===== src/rtl/bit_slice_collector_pkg.sv =====
// bit_slice_collector_pkg
// Shared definitions for the bit-slice collector:
//   - default assembled-word width (the datapath-wide data width) and slice width
//   - width of the saturating valid-bit count presented downstream
//   - collector state encoding (EMPTY=0, FILL=1, HOLD=2)
//   - helper that saturates a bit count into the 3-bit valid-bit field
package bit_slice_collector_pkg;

  localparam int DEFAULT_DATA_SIZE  = 8;
  localparam int DEFAULT_SLICE_SIZE = 2;
  localparam int VALID_BITS_W       = 3;
  localparam int VALID_BITS_MAX     = (1 << VALID_BITS_W) - 1;

  typedef enum logic [1:0] {
    EMPTY = 2'd0,
    FILL  = 2'd1,
    HOLD  = 2'd2
  } state_t;

  // The downstream nonzero test uses a 3-bit mask, so a full 8-bit word
  // reports 7 rather than wrapping to 0.
  function automatic logic [VALID_BITS_W-1:0] satValidBits(input int unsigned bitCount);
    if (bitCount > VALID_BITS_MAX) begin
      return VALID_BITS_W'(VALID_BITS_MAX);
    end
    return VALID_BITS_W'(bitCount);
  endfunction

endpackage


===== src/rtl/bit_slice_collector.sv =====
// bit_slice_collector
// Assembles LSB-first bit slices from an inter-PE link into a DATA_SIZE word
// and holds it for the valid-bits nonzero-test stage until acknowledged.
//
// Handshake: a slice is accepted on a rising edge where in_valid && in_ready.
// in_ready is a pure decode of registered state (1 in EMPTY/FILL, 0 in HOLD);
// it has no combinational dependence on out_ack, so the cycle that acks a
// held word never accepts a slice (one bubble per word).
//
// Optional feature macro: BIT_SLICE_EARLY_NZ_EN
//   When defined, adds out_nz_early, a sticky "any masked slice bit set"
//   flag for the word being collected, with the same t+1 latency as out_word.
//
// Parameters:
//   DATA_SIZE  - assembled word width, integer multiple of SLICE_SIZE
//   SLICE_SIZE - bits per beat (1, 2 or 4)
//
// Ports:
//   clk, reset        - rising-edge clock, synchronous active-high reset
//   in_valid/in_ready - slice handshake
//   in_slice, in_last - slice data and early word close
//   exclude_lsb_cfg   - PE config bit, latched on each word's first beat
//   out_word          - assembled word, unwritten bits read 0
//   out_valid_bits    - valid-bit count saturating at 7
//   out_exclude_lsb   - latched exclude_lsb_cfg for the current word
//   out_done          - word closed and held
//   out_ack           - consumer takes the held word
//   out_nz_early      - (macro only) sticky nonzero flag for the current word
//   dbgState          - current collector state, for observation only
module bit_slice_collector
  import bit_slice_collector_pkg::*;
#(
  parameter int DATA_SIZE  = DEFAULT_DATA_SIZE,
  parameter int SLICE_SIZE = DEFAULT_SLICE_SIZE
) (
  input  logic                    clk,
  input  logic                    reset,
  input  logic                    in_valid,
  output logic                    in_ready,
  input  logic [SLICE_SIZE-1:0]   in_slice,
  input  logic                    in_last,
  input  logic                    exclude_lsb_cfg,
  output logic [DATA_SIZE-1:0]    out_word,
  output logic [VALID_BITS_W-1:0] out_valid_bits,
  output logic                    out_exclude_lsb,
  output logic                    out_done,
  input  logic                    out_ack,
`ifdef BIT_SLICE_EARLY_NZ_EN
  output logic                    out_nz_early,
`endif
  output state_t                  dbgState
);

  localparam int NUM_SLICES = DATA_SIZE / SLICE_SIZE;
  // Count must be able to hold DATA_SIZE itself (the "full" value).
  localparam int CNT_W      = $clog2(DATA_SIZE + 1);

  state_t             state;
  state_t             nextState;
  logic [DATA_SIZE-1:0] word;
  logic [CNT_W-1:0]   count;
  logic [CNT_W-1:0]   newCount;
  logic               excludeLsb;
  logic               beatFire;
  logic               ackFire;

  always_comb begin
    nextState = state;
    beatFire  = in_valid && (state != HOLD);
    ackFire   = out_ack && (state == HOLD);
    newCount  = count + CNT_W'(SLICE_SIZE);
    case (state)
      EMPTY, FILL: begin
        if (beatFire) begin
          nextState = ((newCount == CNT_W'(DATA_SIZE)) || in_last) ? HOLD : FILL;
        end
      end
      HOLD: begin
        if (out_ack) begin
          nextState = EMPTY;
        end
      end
      default: nextState = EMPTY;
    endcase
  end

  always_ff @(posedge clk) begin
    if (reset) begin
      state <= EMPTY;
    end else begin
      state <= nextState;
    end
  end

  always_ff @(posedge clk) begin
    if (reset || ackFire) begin
      word       <= '0;
      count      <= '0;
      excludeLsb <= 1'b0;
    end else if (beatFire) begin
      // Slot write-enable decode: the slot whose base equals the current count.
      for (int i = 0; i < NUM_SLICES; i++) begin
        if (count == CNT_W'(i * SLICE_SIZE)) begin
          word[i*SLICE_SIZE +: SLICE_SIZE] <= in_slice;
        end
      end
      count <= newCount;
      if (state == EMPTY) begin
        excludeLsb <= exclude_lsb_cfg;
      end
    end
  end

`ifdef BIT_SLICE_EARLY_NZ_EN
  logic                  nz;
  logic [SLICE_SIZE-1:0] lsbMask;
  logic                  nzNext;

  // On the first beat the flag being latched (exclude_lsb_cfg) governs the
  // mask, and the sticky value restarts from zero for the new word.
  always_comb begin
    lsbMask    = '0;
    lsbMask[0] = (state == EMPTY) && exclude_lsb_cfg;
    nzNext     = ((state == EMPTY) ? 1'b0 : nz) || (|(in_slice & ~lsbMask));
  end

  always_ff @(posedge clk) begin
    if (reset || ackFire) begin
      nz <= 1'b0;
    end else if (beatFire) begin
      nz <= nzNext;
    end
  end

  assign out_nz_early = nz;
`endif

  assign in_ready        = (state != HOLD);
  assign out_done        = (state == HOLD);
  assign out_word        = word;
  assign out_valid_bits  = satValidBits(32'(count));
  assign out_exclude_lsb = excludeLsb;
  assign dbgState        = state;

endmodule


===== config.mk =====
export PLATFORM = sky130hd
export DESIGN_NAME = bit_slice_collector
export DESIGN_NICKNAME = d
export VERILOG_FILES = /design/src/rtl/bit_slice_collector_pkg.sv /design/src/rtl/bit_slice_collector.sv
export SDC_FILE = /design/constraint.sdc
export NUM_CORES = 1
export LEC_CHECK = 0
export ABC_AREA = 1
export CAP_MARGIN = 10
export CELL_PAD_IN_SITES_DETAIL_PLACEMENT = 1
export CELL_PAD_IN_SITES_GLOBAL_PLACEMENT = 1
export CORE_ASPECT_RATIO = 0.8
export CORE_MARGIN = 10
export CORE_UTILIZATION = 27
export CTS_CLUSTER_DIAMETER = 120
export DETAILED_ROUTE_END_ITERATION = 7
export PLACE_DENSITY_LB_ADDON = 0.1
export SLEW_MARGIN = 20
export SYNTH_ARGS = -nofsm -noshare
export SYNTH_HDL_FRONTEND = slang
export SYNTH_SLANG_ARGS = --single-unit

===== constraint.sdc =====
create_clock -name clk -period 1.1 [get_ports clk]
set_input_delay 0.11 -clock clk [delete_from_list [all_inputs] [get_ports clk]]
set_output_delay 0.11 -clock clk [all_outputs]
set_load 0.03 [all_outputs]

==> impl_metrics.toml, run 1 <==
[sta]
max_slew_margin = 0.871
fin_ws_ns = -0.0586
hold_viol = 0
tightest_slew_ns = 0.193
fin_crit_sh = 1.05
fmax_mhz = 863
fin_crit_ns = 1.16
slew_violations = 0
rsz0062_at_grt = "true"
skew_ns = 0.00317
setup-violations-final = 11

[synth]
yosysUniqueCellTypes = 17
synth.net_count = 123
synth_seq_cells = 14
ys_seq_area_frac = 0.376
synth_top_cells_by_area = "dfxtp_1, nor2_1, nand2_1"
synth_top_area_share = 0.376
ys_warn_count = 0
yosysTopAreaCell = "dfxtp_1"
synthCells = 109
avgSynthCellArea_sq_um = 6.84
synth_area_sq_um = 746

[die]
ioPinCount = 24
core_sq_um = 2540
row_count = 16
die_x_um = 78.8
die_area_sq_um = 5280
initial_core_util = 0.293
die_h_um = 67.0

[critical_path]
cp_cell_sequence = "inv_4 > buf_4 > nand2_2 > buf_6"
cp.arrival_ns = 1.05
critPathLaunch = "count[1]"
cp-start-kind = "register"
cp.required_ns = 0.99
reg2reg_depth = 7
regToRegEndpoint = "dbgState[1]"
cpPeakStageDelay_ns = 0.40
critPathTopFamily = "flip-flops"
slowest_stage = "dfxtp_4"
crit-reg2reg-launch = "count[1]"
ff2ff_setup_slack_ns = -0.05
critPathCaptureType = "output pin"
path_class = "register to output pin"
critPathMaxFanout = 4
critPathBufInv = 3

[cells_and_area]
final_nets = 162
areaGrowthSynthToFinish_pct = 67.3
drive_gt1_frac = 0.479
final_util = 0.491
design_area_sq_um = 1250
fin_cells = 182
antenna_cells = 0

[placement]
place_inst = 175
io_buffers = 23
dp_slack_ns = -0.119
place_hpwl_um = 1820
gp_congestion = 0.735
placed_area_sq_um = 1070

[min_path]
hold_depth = 2
hold_path_startpoint = "reset"
min_to = "dbgState[1]"
holdCritPathClass = "primary input to register"

[clock_tree]
numClockSinks = 14
cts.clk_slew.worst_paths_ns = 0.09
cts_hold_buf = 0
htreeDepth = 1
clk_path_buf_depth = 2
cts_tree = "done"
clkLatencyLatePin_ns = 0.28
root_buffer = "clkbuf_4"
cts_buffers = 3

[run_status]
status = "finished with violations"
violations = "setup timing"

[pwr]
p_per_area_nw_per_um2 = 1050
peakVddDrop_uv = 548
p_seq_frac = 0.435
p_sw_uw = 451
clkPwrFrac = 0.227
sw_frac_of_total = 0.345
cell_internal_pwr_uw = 859
power.leakage_uw = 0.000584
p_comb_frac = 0.339

[global_route]
gr-usage-all-layers = 0.0973
overflow = 0
grt_first_pass_wirelength_um = 4040
antenna_found_initial = 0
grt_max_degree = 13
grt_pass1_vias = 839

[drt]
drt_iter0_drc = 16
post-route-drc-count = 0
drt-pass1-iter-count = 2
wl_um = 2430
vias = 767
viasPerCell = 4.21
route.detailed.wl_per_inst_um = 13.3
ant_nets = 0

[job]
maxCapViolCount = 0
==> power groups by stage <==
stage / Combinational, uW / Sequential, uW / Clock (uW)
2_1_floorplan: 165 / 626 / 0
3_3_place_gp: 358 / 580 / 0
3_5_place_dp: 365 / 581 / 0
4_1_cts: 411 / 570 / 316
5_1_grt: 487 / 577 / 339
6_report: 444 / 569 / 297
==> cell usage after synthesis (all sizes together) <==
cell	n
a21oi	5
buf	3
dfxtp	14
ha	6
inv	21
nand2	23
nand3	4
nand4	7
nor2	23
o211ai	1
o21ai	1
or2	1
==> cells by family (layout without fill, tap and decap cells) <==
| group | Yosys count | in the layout | share of synthesized area |
|---|---|---|---|
| buf+inv | 24 | 61 | 0.138 |
| flops | 14 | 14 | 0.376 |
| simple gates | 58 | 58 | 0.336 |
| compound gates | 7 | 7 | 0.0503 |
| fa+ha+maj | 6 | 6 | 0.101 |
==> cell usage in the layout (no fill, tap or decap), drive strengths merged, types with 3 or more instances in the layout <==
cell type      count
buf               30
nor2              23
nand2             23
inv               21
dfxtp             14
nand4              7
clkdlybuf4s50      7
ha                 6
a21oi              5
nand3              4
clkbuf             3
==> how the worst max path moves through the flow <==
stage,to,slack (ns),cells past startpoint
finish,out_valid_bits[1],-0.06,4
global route,out_word[2],-0.14,8
CTS,count[3],-0.06,6
detailed placement,out_word[3],-0.12,8
global placement,dbgState[1],-0.11,7
floorplan,dbgState[1],0.003,7
==> state kept, by name (all words and copies together) (netlist names) <==
register         cells
out_exclude_lsb      1
dbgState             2
out_word             8
count                3
==> area by class of cell <==
class / instances / area (sq um)
sequential: 14 / 292
timing repair buffer: 37 / 325
multi-input combinational: 71 / 472
tap: 36 / 45.0
inverter: 21 / 91.3
fill: 322 / 1290
clock buffer: 3 / 22.5
==> per-layer routing <==
metal  GRT usage  vias up  part of all wire
met1       0.107      341              0.46
li1            -      408                 -
met3      0.0456        2             0.065
met4      0.0268        0            0.0078
met5           0        -                 0
met2       0.166       16              0.47
==> repair_timing <==
item,in CTS,in global routing
pin swaps,8,8
gates resized for setup,24,20
setup buffers,4,0
endpoints found under the setup margin,14,17
gates cloned,0,0
==> metrics by stage <==
step	hold WS [ns]	TNS [ns]	power, uW
2_1_floorplan	0.172	0	790
3_3_place_gp	0.451	-0.846	938
3_5_place_dp	0.477	-1.29	946
4_1_cts	0.382	-0.533	1300
5_1_grt	0.396	-1.37	1400
6_report	0.405	-0.328	1310
(Power assumes the default switching activity.)
==> run 2: changes to the inputs <==
--- a/config.mk
+++ b/config.mk
@@ -13,6 +13,7 @@
 export CORE_MARGIN = 10
 export CORE_UTILIZATION = 27
 export CTS_CLUSTER_DIAMETER = 120
+export CTS_CLUSTER_SIZE = 30
 export DETAILED_ROUTE_END_ITERATION = 7
 export PLACE_DENSITY_LB_ADDON = 0.1
 export SLEW_MARGIN = 20
==> results of run 2 <==
No change in the layout: final DEF, timing and power equal those of run 1.
==> run 3: changes to the inputs <==
--- a/config.mk
+++ b/config.mk
@@ -9,7 +9,7 @@
 export CAP_MARGIN = 10
 export CELL_PAD_IN_SITES_DETAIL_PLACEMENT = 1
 export CELL_PAD_IN_SITES_GLOBAL_PLACEMENT = 1
-export CORE_ASPECT_RATIO = 0.8
+export CORE_ASPECT_RATIO = 0.7
 export CORE_MARGIN = 10
 export CORE_UTILIZATION = 27
 export CTS_CLUSTER_DIAMETER = 120
==> run 3 against run 2 <==
Effect of this change: die area up 0.39%; sequential cell count unchanged; sequential share of layout area fell by 0.94 points; the run still ends with setup timing left; sequential power grew 0.9%; cell count rose by 0.55%; largest power group unchanged; global-route usage fell by 0.77 points; clock-buffer cell count rose by 1; worst hold slack improved by 0.029 ns.
==> impl_metrics.toml, run 3 (synthesis gave the netlist of run 1 again) <==
[run_status]
status = "finished with violations"
violations = "setup timing"

[clock_tree]
cts_hold_buf = 0
cts_buffers = 3
htreeDepth = 1
clkLatencyLatePin_ns = 0.24
cts.clk_slew.worst_paths_ns = 0.06
root_buffer = "clkbuf_8"
cts_tree = "done"
numClockSinks = 14
clk_path_buf_depth = 2

[cells_and_area]
fin_cells = 183
antenna_cells = 0
fillers = 334
areaGrowthSynthToFinish_pct = 74.3
layout_common_cells = "buf_4, nand2_1, nor2_1"
final_common_cell = "buf_4"
drive_gt1_frac = 0.483
largest_reg_flops = 8
final_nets = 164
design_area_sq_um = 1300

[min_path]
holdCritPathClass = "primary input to register"

[placement]
place_hpwl_um = 1740
place_inst = 172
placed_area_sq_um = 1070
io_buffers = 23
gp_congestion = 0.750

[die]
initial_core_util = 0.292
die_h_um = 64.0
die_area_sq_um = 5300
core_sq_um = 2550
die_x_um = 82.8
row_count = 15
ioPinCount = 24

[global_route]
grt_max_degree = 13
antenna_found_initial = 0
grt_use_met2 = 0.149
grt_pass1_vias = 841
grt_first_pass_wirelength_um = 4020
use_met1 = 0.0996
gr-usage-all-layers = 0.0896
overflow = 0
grt_use_met3 = 0.0557
busiest_layer = "met2"

[drt]
viasPerCell = 4.40
route.detailed.wl_per_inst_um = 13.3
drt-pass1-iter-count = 3
drt_iter0_drc = 41
ant_nets = 0
post-route-drc-count = 0
wl_um = 2440
vias = 806

[critical_path]
cp_cell_sequence = "inv_4 > ha_1 > inv_1 > nor2_2 > buf_4 > nand4_1 > nand2_1 > nor2_1"
slowest_stage = "dfxtp_4"
cp-start-kind = "register"
critPathMaxFanout = 4
cp.arrival_ns = 1.35
cp.required_ns = 1.24
critPathBufInv = 3
cpPeakStageDelay_ns = 0.38
critPathTopFamily = "flip-flops"
critPathCaptureType = "register"
ff2ff_setup_slack_ns = -0.11
path_class = "register to register"

[sta]
fin_crit_sh = 1.10
tightest_slew_ns = 0.257
setup-violations-final = 8
fin_ws_ns = -0.109
rsz0062_at_grt = "true"
hold_viol = 0
max_slew_margin = 0.828
fin_crit_ns = 1.21
fmax_mhz = 827
slew_violations = 0
skew_ns = 0.000444

[job]
maxCapViolCount = 0

[pwr]
power.leakage_uw = 0.000618
peakVddDrop_uv = 763
p_per_area_nw_per_um2 = 1180
==> run 3: changes by cell type in the layout (fill, tap and decap cells not counted), sizes merged <==
cell / previous run / this run
clkbuf: 3 / 4
buf: 30 / 32
==> run 3: cell type report <==
class | instances | area, sq um | share of cell area
multi-input cells | 71 | 470 | 0.362
repair buffers | 39 | 357 | 0.274
flip-flops and latches | 14 | 292 | 0.224
inverters | 21 | 83.8 | 0.0645
clock buffers | 4 | 55.1 | 0.0423
well taps | 34 | 42.5 | 0.0327
==> run 3: worst paths after layout <==
path | start | end | depth (start not counted)
min reg2reg | out_word[4] | out_word[4] | 2
max | count[2] | out_word[1] | 8
min | reset | dbgState[1] | 2
max reg2reg | count[2] | out_word[1] | 8
==> run 3: metrics by stage <==
step                TNS [ns]  worst slack [ns]  power, uW   util  hold slack (ns)
global placement      -0.841            -0.112        933  0.420            0.452
detailed placement     -1.10            -0.184        939  0.420            0.461
finish                -0.450            -0.109       1530  0.509            0.434
CTS                   -0.370           -0.0581       1500  0.481            0.431
global route           -1.19            -0.169       1640  0.509            0.438
floorplan                  0           0.00325        790      -            0.172
==> run 3: per-layer routing <==
layer  wire length [um]  vias up
met4                  0        0
met3                218        0
met2               1160       21
met5                  0        -
li1                   -      411
met1               1070      374
==> run 3: repair_timing <==
item	in CTS	in global routing
buffers inserted	4	3
gates resized for setup	28	15
pin swaps	11	11
setup endpoints to repair	13	17
gates cloned	0	0
==> run 3: power breakdown <==
group | switching, uW | internal (uW)
logic | 252 | 201
clock network | 187 | 317
registers | 33.0 | 541
